===== config.mk =====
export PLATFORM = sky130hd
export DESIGN_NAME = alu_share_ctrl
export DESIGN_NICKNAME = d
export VERILOG_FILES = /design/src/rtl/alu_pkg.sv /design/src/rtl/rr_arb2.sv /design/src/rtl/alu_share_ctrl.sv
export SDC_FILE = /design/constraint.sdc
export NUM_CORES = 1
export LEC_CHECK = 0
export ABC_AREA = 0
export CAP_MARGIN = 20
export CORE_MARGIN = 1.5
export CORE_UTILIZATION = 39
export DETAILED_ROUTE_END_ITERATION = 8
export GPL_TIMING_DRIVEN = 0
export PLACE_DENSITY_LB_ADDON = 0.1
export SLEW_MARGIN = 20
export SYNTH_ARGS = -nofsm -noshare
export SYNTH_HDL_FRONTEND = slang
export SYNTH_HIERARCHICAL = 1
export SYNTH_SLANG_ARGS = --single-unit

===== constraint.sdc =====
create_clock -name clk -period 3.2 [get_ports clk]
set_input_delay 0.64 -clock clk [delete_from_list [all_inputs] [get_ports clk]]
set_output_delay 0.64 -clock clk [all_outputs]
set_load 0.03 [all_outputs]

===== src/rtl/alu_pkg.sv =====
// rtl/alu_pkg.sv - shared opcode, width and controller state definitions for the ALU sharing block
package alu_pkg;

    localparam int W_DEF   = 8;
    localparam int OPW_DEF = 3;

    localparam logic [2:0] OP_ADD     = 3'b000;
    localparam logic [2:0] OP_SUB     = 3'b001;
    localparam logic [2:0] OP_AND     = 3'b010;
    localparam logic [2:0] OP_OR      = 3'b011;
    localparam logic [2:0] OP_XOR     = 3'b100;
    localparam logic [2:0] OP_ILLEGAL = 3'b101;
    localparam logic [2:0] OP_SLT     = 3'b110;
    localparam logic [2:0] OP_BZ      = 3'b111;

    typedef enum logic [1:0] {
        ST_IDLE = 2'b00,
        ST_EXEC = 2'b01,
        ST_CAPT = 2'b10,
        ST_RESP = 2'b11
    } ctrl_state_e;

    function automatic logic op_is_illegal(input logic [2:0] op);
        return op == OP_ILLEGAL;
    endfunction

endpackage


===== src/rtl/rr_arb2.sv =====
// rtl/rr_arb2.sv - two-input round-robin arbiter; caller owns the last-grant pointer
module rr_arb2 (
    input  logic [1:0] valid,
    input  logic       last,
    input  logic       enable,
    output logic [1:0] grant,
    output logic       grant_idx
);

    always_comb begin
        grant     = 2'b00;
        grant_idx = 1'b0;
        if (enable) begin
            // On a tie the requester that was not served last wins.
            if (valid == 2'b11) begin
                grant_idx = ~last;
            end else begin
                grant_idx = valid[1];
            end
            grant = valid & (grant_idx ? 2'b10 : 2'b01);
        end
    end

endmodule


===== src/rtl/alu_share_ctrl.sv =====
// rtl/alu_share_ctrl.sv - arbitrates two requesters onto one registered ALU and returns results
import alu_pkg::*;

module alu_share_ctrl #(
    parameter int W   = W_DEF,
    parameter int OPW = OPW_DEF
) (
    input  logic           clk,
    input  logic           rst,

    input  logic           req0_valid,
    output logic           req0_ready,
    input  logic [OPW-1:0] req0_op,
    input  logic [W-1:0]   req0_a,
    input  logic [W-1:0]   req0_b,

    input  logic           req1_valid,
    output logic           req1_ready,
    input  logic [OPW-1:0] req1_op,
    input  logic [W-1:0]   req1_a,
    input  logic [W-1:0]   req1_b,

    output logic           rsp0_valid,
    input  logic           rsp0_ready,
    output logic [W-1:0]   rsp0_data,
    output logic           rsp0_zero,
    output logic           rsp0_err,

    output logic           rsp1_valid,
    input  logic           rsp1_ready,
    output logic [W-1:0]   rsp1_data,
    output logic           rsp1_zero,
    output logic           rsp1_err,

    output logic [OPW-1:0] alu_op,
    output logic [W-1:0]   alu_a,
    output logic [W-1:0]   alu_b,
    input  logic [W-1:0]   alu_ans,
    input  logic           alu_zero
);

    ctrl_state_e    state;
    ctrl_state_e    state_nxt;
    logic           owner;
    logic           last;
    logic [W-1:0]   data_q;
    logic           zero_q;
    logic           err_q;

    logic           arb_en;
    logic [1:0]     grant;
    logic           gidx;
    logic           hs;
    logic           rsp_hs;
    logic [OPW-1:0] sel_op;
    logic [W-1:0]   sel_a;
    logic [W-1:0]   sel_b;
    logic           sel_illegal;
    logic           is_bz;

    // Ready is masked during reset so the channel reads idle while rst is held.
    assign arb_en = (state == ST_IDLE) && !rst;

    rr_arb2 u_arb (
        .valid     ({req1_valid, req0_valid}),
        .last      (last),
        .enable    (arb_en),
        .grant     (grant),
        .grant_idx (gidx)
    );

    assign req0_ready  = grant[0];
    assign req1_ready  = grant[1];
    assign hs          = |grant;

    assign sel_op      = gidx ? req1_op : req0_op;
    assign sel_a       = gidx ? req1_a  : req0_a;
    assign sel_b       = gidx ? req1_b  : req0_b;
    assign sel_illegal = op_is_illegal(sel_op);
    assign is_bz       = (alu_op == OP_BZ);

    assign rsp_hs      = (state == ST_RESP) && (owner ? rsp1_ready : rsp0_ready);

    assign rsp0_valid  = (state == ST_RESP) && !owner;
    assign rsp1_valid  = (state == ST_RESP) &&  owner;
    assign rsp0_data   = rsp0_valid ? data_q : '0;
    assign rsp0_zero   = rsp0_valid & zero_q;
    assign rsp0_err    = rsp0_valid & err_q;
    assign rsp1_data   = rsp1_valid ? data_q : '0;
    assign rsp1_zero   = rsp1_valid & zero_q;
    assign rsp1_err    = rsp1_valid & err_q;

    always_comb begin
        state_nxt = state;
        case (state)
            ST_IDLE: begin
                if (hs) begin
                    state_nxt = sel_illegal ? ST_RESP : ST_EXEC;
                end
            end
            ST_EXEC: state_nxt = ST_CAPT;
            ST_CAPT: state_nxt = ST_RESP;
            ST_RESP: begin
                if (rsp_hs) begin
                    state_nxt = ST_IDLE;
                end
            end
            default: state_nxt = ST_IDLE;
        endcase
    end

    always_ff @(posedge clk or posedge rst) begin
        if (rst) begin
            state  <= ST_IDLE;
            owner  <= 1'b0;
            last   <= 1'b1;
            data_q <= '0;
            zero_q <= 1'b0;
            err_q  <= 1'b0;
            alu_op <= '0;
            alu_a  <= '0;
            alu_b  <= '0;
        end else begin
            state <= state_nxt;
            if (hs) begin
                owner <= gidx;
                last  <= gidx;
                // Illegal ops never reach the ALU, so its operands keep the previous op.
                if (sel_illegal) begin
                    data_q <= '0;
                    zero_q <= 1'b0;
                    err_q  <= 1'b1;
                end else begin
                    alu_op <= sel_op;
                    alu_a  <= sel_a;
                    alu_b  <= sel_b;
                end
            end
            if (state == ST_CAPT) begin
                data_q <= is_bz ? '0 : alu_ans;
                zero_q <= is_bz ? alu_zero : 1'b0;
                err_q  <= 1'b0;
            end
        end
    end

endmodule


==> run_results.csv, run 1 <==
group,metric,value,unit
run_status,status,"complete, no violations",
setup_path,cp_max_fo,5,
layout,multi_input_area,871,sq um
sta,finalSetupTns,0,ns
layout,drive_gt1_share,16.0,%
clock_tree,cts_buffer_depth,2,
logic_synthesis,ys_ff_latch,33,
grt,globalRouteMet2Util,31.7,%
sta,period_share,94.6,%
worst_hold_path,hold_path_end,"alu_b[7]",
drt,drt-total-wl,4.22,mm
grt,use_met1,22.6,%
logic_synthesis,synth_xor_area_share,0,%
setup_path,worst_r2r_endpoint,"alu_a[5]",
grt,met3_usage,6.20,%
run,drv_cap,0,
setup_path,worstPathArrival,2.39,ns
layout,final_common_cell,"clkdlybuf4s50_1",
clock_tree,clkSlewWorstSetupHoldPaths,0.06,ns
sta,report.final.slew_viol_count,0,
sta,timing.final.hold_violations,0,
clock_tree,htree_levels,2,
setup_path,r2r-start,"state[0]",
drt,drtPass1Iterations,4,
power,power.density,834,nW/um^2
place,routabilityCongestion,0.704,
logic_synthesis,synth-compound-area-share,10.4,%
logic_synthesis,syn_inst,147,
sta,period_needed,3.03,ns
logic_synthesis,ys_types,29,
die,start_util,40.3,%
grt,track_usage,18.4,%
place,dp_hpwl,3.21,mm
drt,vias,1522,
power,p_leak,1.19,nW
power,ir_worst_vdd,0.000479,V
clock_tree,numCtsBuffers,5,
logic_synthesis,yosysSeqAreaShare,47.1,%
logic_synthesis,avgSynthCellArea,11.9,sq um
sta,whs,0.485,ns
layout,final_cell_mix,"clkdlybuf4s50_1 (95), dfrtp_1 (32), mux2_2 (28), and2_1 (12), and3_1 (10)",
drt,drt-vias-per-instance,5.04,
clock_tree,post_cts_buffers,0,
grt,grt_pass1_vias,1603,
die,coreArea,4350,sq um
sta,slew_headroom,54.8,%
clock_tree,clock_tree.root_cell,"clkbuf_8",
sta,grt_setup_unrepaired,"false",
logic_synthesis,synth.top_cells.by_area,"dfrtp_1 (46%), mux2_2 (18%), mux2_1 (5.1%), a32o_1 (4.6%), and2_1 (4.3%)",
logic_synthesis,synth_top_family_by_area,"multiplexers",
power,finalPower,0.00238,W
setup_path,worstPathRequired,2.56,ns
clock_tree,cts_tree,"done",
sta,finClkSkew,0.00363,ns
sta,fmax,330,MHz
logic_synthesis,syn-cell-area,1750,sq um
grt,grt_pass1_wl,7.37,mm
setup_path,r2r_slack,0.45,ns
grt,grt-ovfl-total,0,
drt,route.detailed.drc,0,
clock_tree,clkLatencyLatePin,0.28,ns
drt,route.detailed.wl_per_inst,14.0,um
drt,initialDrtViolationCount,43,
setup_path,worst_setup_path_start_kind,"input pin",
clock_tree,cts_sinks,33,
grt,antenna_found_initial,0,
setup_path,ff2ff_path_depth,9,
die,io_pins,96,
setup_path,worstSetupPathType,"input pin to primary output",
logic_synthesis,synth.largest_area_cell,"dfrtp_1",
layout,layout.nets,305,
die,dieArea,4910,sq um
logic_synthesis,synth_top_area_share,45.6,%
setup_path,end_kind,"primary output",
layout,antennaDiodeCount,0,
die,die_y,70.1,um
layout,fillCellCount,349,
grt,grt_max_degree,34,
grt,busiest_layer,"met2",
worst_hold_path,min_path_cells,1,
logic_synthesis,syn-num-nets,203,
die,die_w,70.1,um
logic_synthesis,synth_fa_ha_area_share,2.14,%
worst_hold_path,hold_path_class,"flop to flop",
sta,worst_pin_slew,0.677,ns
worst_hold_path,worstHoldStart,"alu_b[7]",
logic_synthesis,synth_simple_gate_area_share,13.4,%
logic_synthesis,yosysWarnings,6,
drt,drtAntennaViolNets,0,
logic_synthesis,synthMuxAreaShare,23.7,%
place,io_buffers,95,
die,rows,24,
clock_tree,holdBufCountCts,0,
layout,seqCellArea,827,sq um
clock_tree,cts_resized,0,
layout,areaGrowthSynthToFinish,63.1,%
sta,setup_viol,0,
==> layer usage <==
| layer | vias to the layer above | wire (um) |
|---|---|---|
| met5 | - | 0 |
| li1 | 740 | - |
| met1 | 718 | 1770 |
| met3 | 5 | 353 |
| met4 | 0 | 34 |
| met2 | 59 | 2060 |
==> synthesized netlist by cell type <==
| master | count |
|---|---|
| ha_1 | 3 |
| clkbuf_1 | 4 |
| and3_1 | 10 |
| a32o_1 | 8 |
| mux2_1 | 8 |
| clkinv_1 | 1 |
| and4b_1 | 1 |
| o22a_1 | 2 |
| nor2_1 | 3 |
| buf_1 | 2 |
| dfrtp_1 | 32 |
| a22oi_1 | 1 |
| o21ai_0 | 2 |
| a21oi_1 | 4 |
| a2bb2oi_1 | 2 |
| inv_1 | 5 |
| nor2b_1 | 2 |
| nand2_1 | 8 |
| mux2i_1 | 1 |
| nand3_1 | 1 |
| o22ai_2 | 1 |
| a31o_2 | 1 |
| dfstp_2 | 1 |
| and4bb_1 | 1 |
| o32ai_1 | 1 |
| nor3_4 | 1 |
| mux2_2 | 28 |
| buf_6 | 1 |
| and2_1 | 12 |
==> cell type report <==
class	instances	share of cell area [%]
Buffer	7	1.18
Clock buffer	8	3.15
Inverter	6	0.787
Multi-Input combinational cell	101	30.4
Sequential cell	33	28.9
Tap cell	52	2.27
Timing Repair Buffer	95	33.2
==> worst max path at each step <==
| stage | startpoint | end | cells after the start |
|---|---|---|---|
| 2_1_floorplan | state[0] | alu_a[5] | 9 |
| 3_3_place_gp | rst | alu_a[7] | 8 |
| 3_5_place_dp | rst | alu_a[5] | 8 |
| 4_1_cts | rst | req1_ready | 5 |
| 5_1_grt | state[0] | req1_ready | 6 |
| 6_report | rst | req1_ready | 5 |
==> sequential cells by signal, summed over array words and instances, names as in the netlist <==
signal,flops
alu_a,8
alu_b,8
data_q,8
alu_op,3
state,2
err_q,1
last,1
owner,1
zero_q,1
==> cell families (layout without fill, tap and decap cells) <==
logic type	after synthesis	in the layout
mux	37	37
buf+inv	13	116
flops	33	33
simple gates	39	39
compound gates	22	22
fa+ha+maj	3	3
==> power by group <==
part | leakage (nW) | switching (W) | internal (W)
sequential | 0.399 | 0.000123 | 0.000624
clock | 0.0455 | 0.000139 | 0.000175
combinational | 0.750 | 0.000693 | 0.000630
==> through the flow <==
stage / cells / worst slack [ns] / util [%] / cell area [sq um]
detailed placement: 294 / 0.102 / 63.6 / 2770
CTS: 302 / 0.170 / 65.7 / 2860
finish: 302 / 0.171 / 65.7 / 2860
global route: 302 / 0.0482 / 65.7 / 2860
floorplan: 147 / 0.326 / - / 1750
global placement: 294 / 0.129 / 63.6 / 2770
==> critical path, stage by stage <==
cell             delay (ns)
clkdlybuf4s50_1        0.43
nor2b_1                0.16
nand2_1                0.09
a21oi_1                0.32
clkdlybuf4s50_1        0.75
Note: power is estimated with default switching activity, not from simulation.
==> run 2, diff against run 1 <==
--- a/config.mk
+++ b/config.mk
@@ -8,7 +8,7 @@
 export ABC_AREA = 0
 export CAP_MARGIN = 20
 export CORE_MARGIN = 1.5
-export CORE_UTILIZATION = 39
+export CORE_UTILIZATION = 42
 export DETAILED_ROUTE_END_ITERATION = 8
 export GPL_TIMING_DRIVEN = 0
 export PLACE_DENSITY_LB_ADDON = 0.1
==> constraint.sdc (replaced) <==
create_clock -name clk -period 3.6 [get_ports clk]
set_input_delay 0.72 -clock clk [delete_from_list [all_inputs] [get_ports clk]]
set_output_delay 0.72 -clock clk [all_outputs]
set_load 0.03 [all_outputs]
==> run 2 against run 1 <==
Against the previous run: non-clock buffer count unchanged; hold slack got worse by 0.0091 ns; clock power decreased by 4%; utilization increased by 6.0 points; highest routed layer unchanged; critical path depth unchanged; flip-flop and latch count unchanged; power decreased by 10%; register-to-register slack improved by 0.39 ns.
==> run_results.csv, run 2 (synthesis gave the netlist of run 1 again) <==
group,metric,value,unit
clock_tree,numCtsBuffers,5,
layout,design_area,2870,sq um
worst_hold_path,hold_path_class,"flop to flop",
sta,slew_headroom,53.9,%
sta,worst_pin_slew,0.691,ns
layout,antennaDiodeCount,0,
grt,track_usage,19.2,%
layout,drive_gt1_share,16.8,%
setup_path,worstPathArrival,2.49,ns
clock_tree,clkLatencyLatePin,0.28,ns
place,place_area,2770,sq um
setup_path,slowest_delay,0.75,ns
layout,areaGrowthSynthToFinish,63.6,%
layout,final_cell_mix,"clkdlybuf4s50_1 (95), dfrtp_1 (32), mux2_2 (28), and2_1 (12), and3_1 (10)",
die,coreArea,4000,sq um
clock_tree,htree_levels,2,
sta,finalSetupTns,0,ns
setup_path,worstSetupPathType,"input pin to primary output",
clock_tree,holdBufCountCts,0,
clock_tree,cts_buffer_depth,2,
power,p_leak,1.20,nW
die,io_pins,96,
place,routabilityCongestion,0.768,
run,drv_cap,0,
drt,initialDrtViolationCount,42,
setup_path,crit_slowest_cell,"clkdlybuf4s50_1",
sta,fmax,312,MHz
layout,largest_registers,"alu_a: 8 flops, alu_b: 8 flops, data_q: 8 flops",
sta,whs,0.475,ns
grt,grt_pass1_vias,1438,
setup_path,crit_chain,"clkdlybuf4s50_1 > nor2b_1 > nand2_1 > a21oi_1 > clkdlybuf4s50_1",
die,rows,23,
drt,drt-vias-per-instance,5.14,
die,die_w,67.6,um
setup_path,worstPathRequired,2.88,ns
sta,period_needed,3.21,ns
clock_tree,clkSlewWorstSetupHoldPaths,0.06,ns
clock_tree,cts_resized,0,
power,ir_worst_vdd,0.000408,V
place,io_buffers,95,
layout,stdcell_count,300,
drt,route.detailed.wl_per_inst,13.7,um
grt,grt-ovfl-total,0,
sta,finClkSkew,0.00574,ns
grt,antenna_found_initial,0,
drt,drtPass1Iterations,4,
setup_path,end_kind,"primary output",
die,die_y,67.6,um
place,post-place-cells,292,
die,dieArea,4570,sq um
drt,route.detailed.drc,0,
layout,layout.nets,305,
setup_path,worst_setup_path_start_kind,"input pin",
setup_path,crit_path_frequent_cell,"clkdlybuf4s50_1",
layout,final_common_cell,"clkdlybuf4s50_1",
drt,drt-total-wl,4.10,mm
clock_tree,cts_sinks,33,
sta,report.final.slew_viol_count,0,
drt,drtAntennaViolNets,0,
drt,vias,1541,
run_status,status,"complete, no violations",
power,power.density,745,nW/um^2
clock_tree,cts_tree,"done",
die,start_util,43.9,%
sta,period_share,89.1,%
grt,grt_max_degree,34,
sta,setup_viol,0,
clock_tree,post_cts_buffers,0,
setup_path,cp_max_fo,5,
clock_tree,clock_tree.root_cell,"clkbuf_8",
place,dp_hpwl,3.17,mm
sta,timing.final.hold_violations,0,
sta,grt_setup_unrepaired,"false",
grt,grt_pass1_wl,6.51,mm
-- run 2: cell types whose count changed in the layout (fill, tap and decap cells not counted), sizes merged --
cell and delta:
clkbuf -1, clkinv +1
-- run 2: critical path, delay by kind of cell --
kind | cells | cell delay, ns
buf+inv | 2 | 1.18
simple gates | 2 | 0.26
compound gates | 1 | 0.32
-- run 2: layout make-up --
cell class	instances	area (sq um)
clock inverters	1	5.00
repair buffers	95	951
well taps	50	62.6
clock buffers	7	96.3
multi-input cells	101	871
flip-flops and latches	33	827
fillers	319	1130
plain buffers	7	33.8
inverters	6	22.5
-- run 2: routing by layer --
layer	up-vias	global-route usage, %	share of wire [%]
li1	741	-	-
met1	728	21.4	40
met2	66	33.1	49
met3	6	8.33	9.6
met4	0	5.36	1.0
met5	-	0	0
-- run 2: report_power, final --
group          switching (W)  internal [W]
Combinational       0.000616      0.000560
Clock               0.000129      0.000173
Sequential          0.000106      0.000554
Total               0.000851       0.00129
-- run 2: per-stage QoR --
| stage | util (%) | worst slack [ns] | power [W] |
|---|---|---|---|
| 3_3_place_gp | 69.2 | 0.448 | 0.00183 |
| 5_1_grt | 71.7 | 0.318 | 0.00228 |
| 4_1_cts | 71.7 | 0.387 | 0.00216 |
| 6_report | 71.7 | 0.393 | 0.00214 |
| 2_1_floorplan | - | 0.693 | 0.00138 |
| 3_5_place_dp | 69.2 | 0.395 | 0.00185 |
-- run 2: worst paths after layout --
kind,depth (start not counted),slack (ns),startpoint,to
max in group asynchronous,2,2.26,rst,owner
min in group asynchronous,2,0.90,rst,alu_op[1]
min,2,0.48,last,last
min reg2reg,2,0.48,last,last
max,5,0.39,rst,req1_ready
max reg2reg,9,0.84,state[0],alu_a[6]
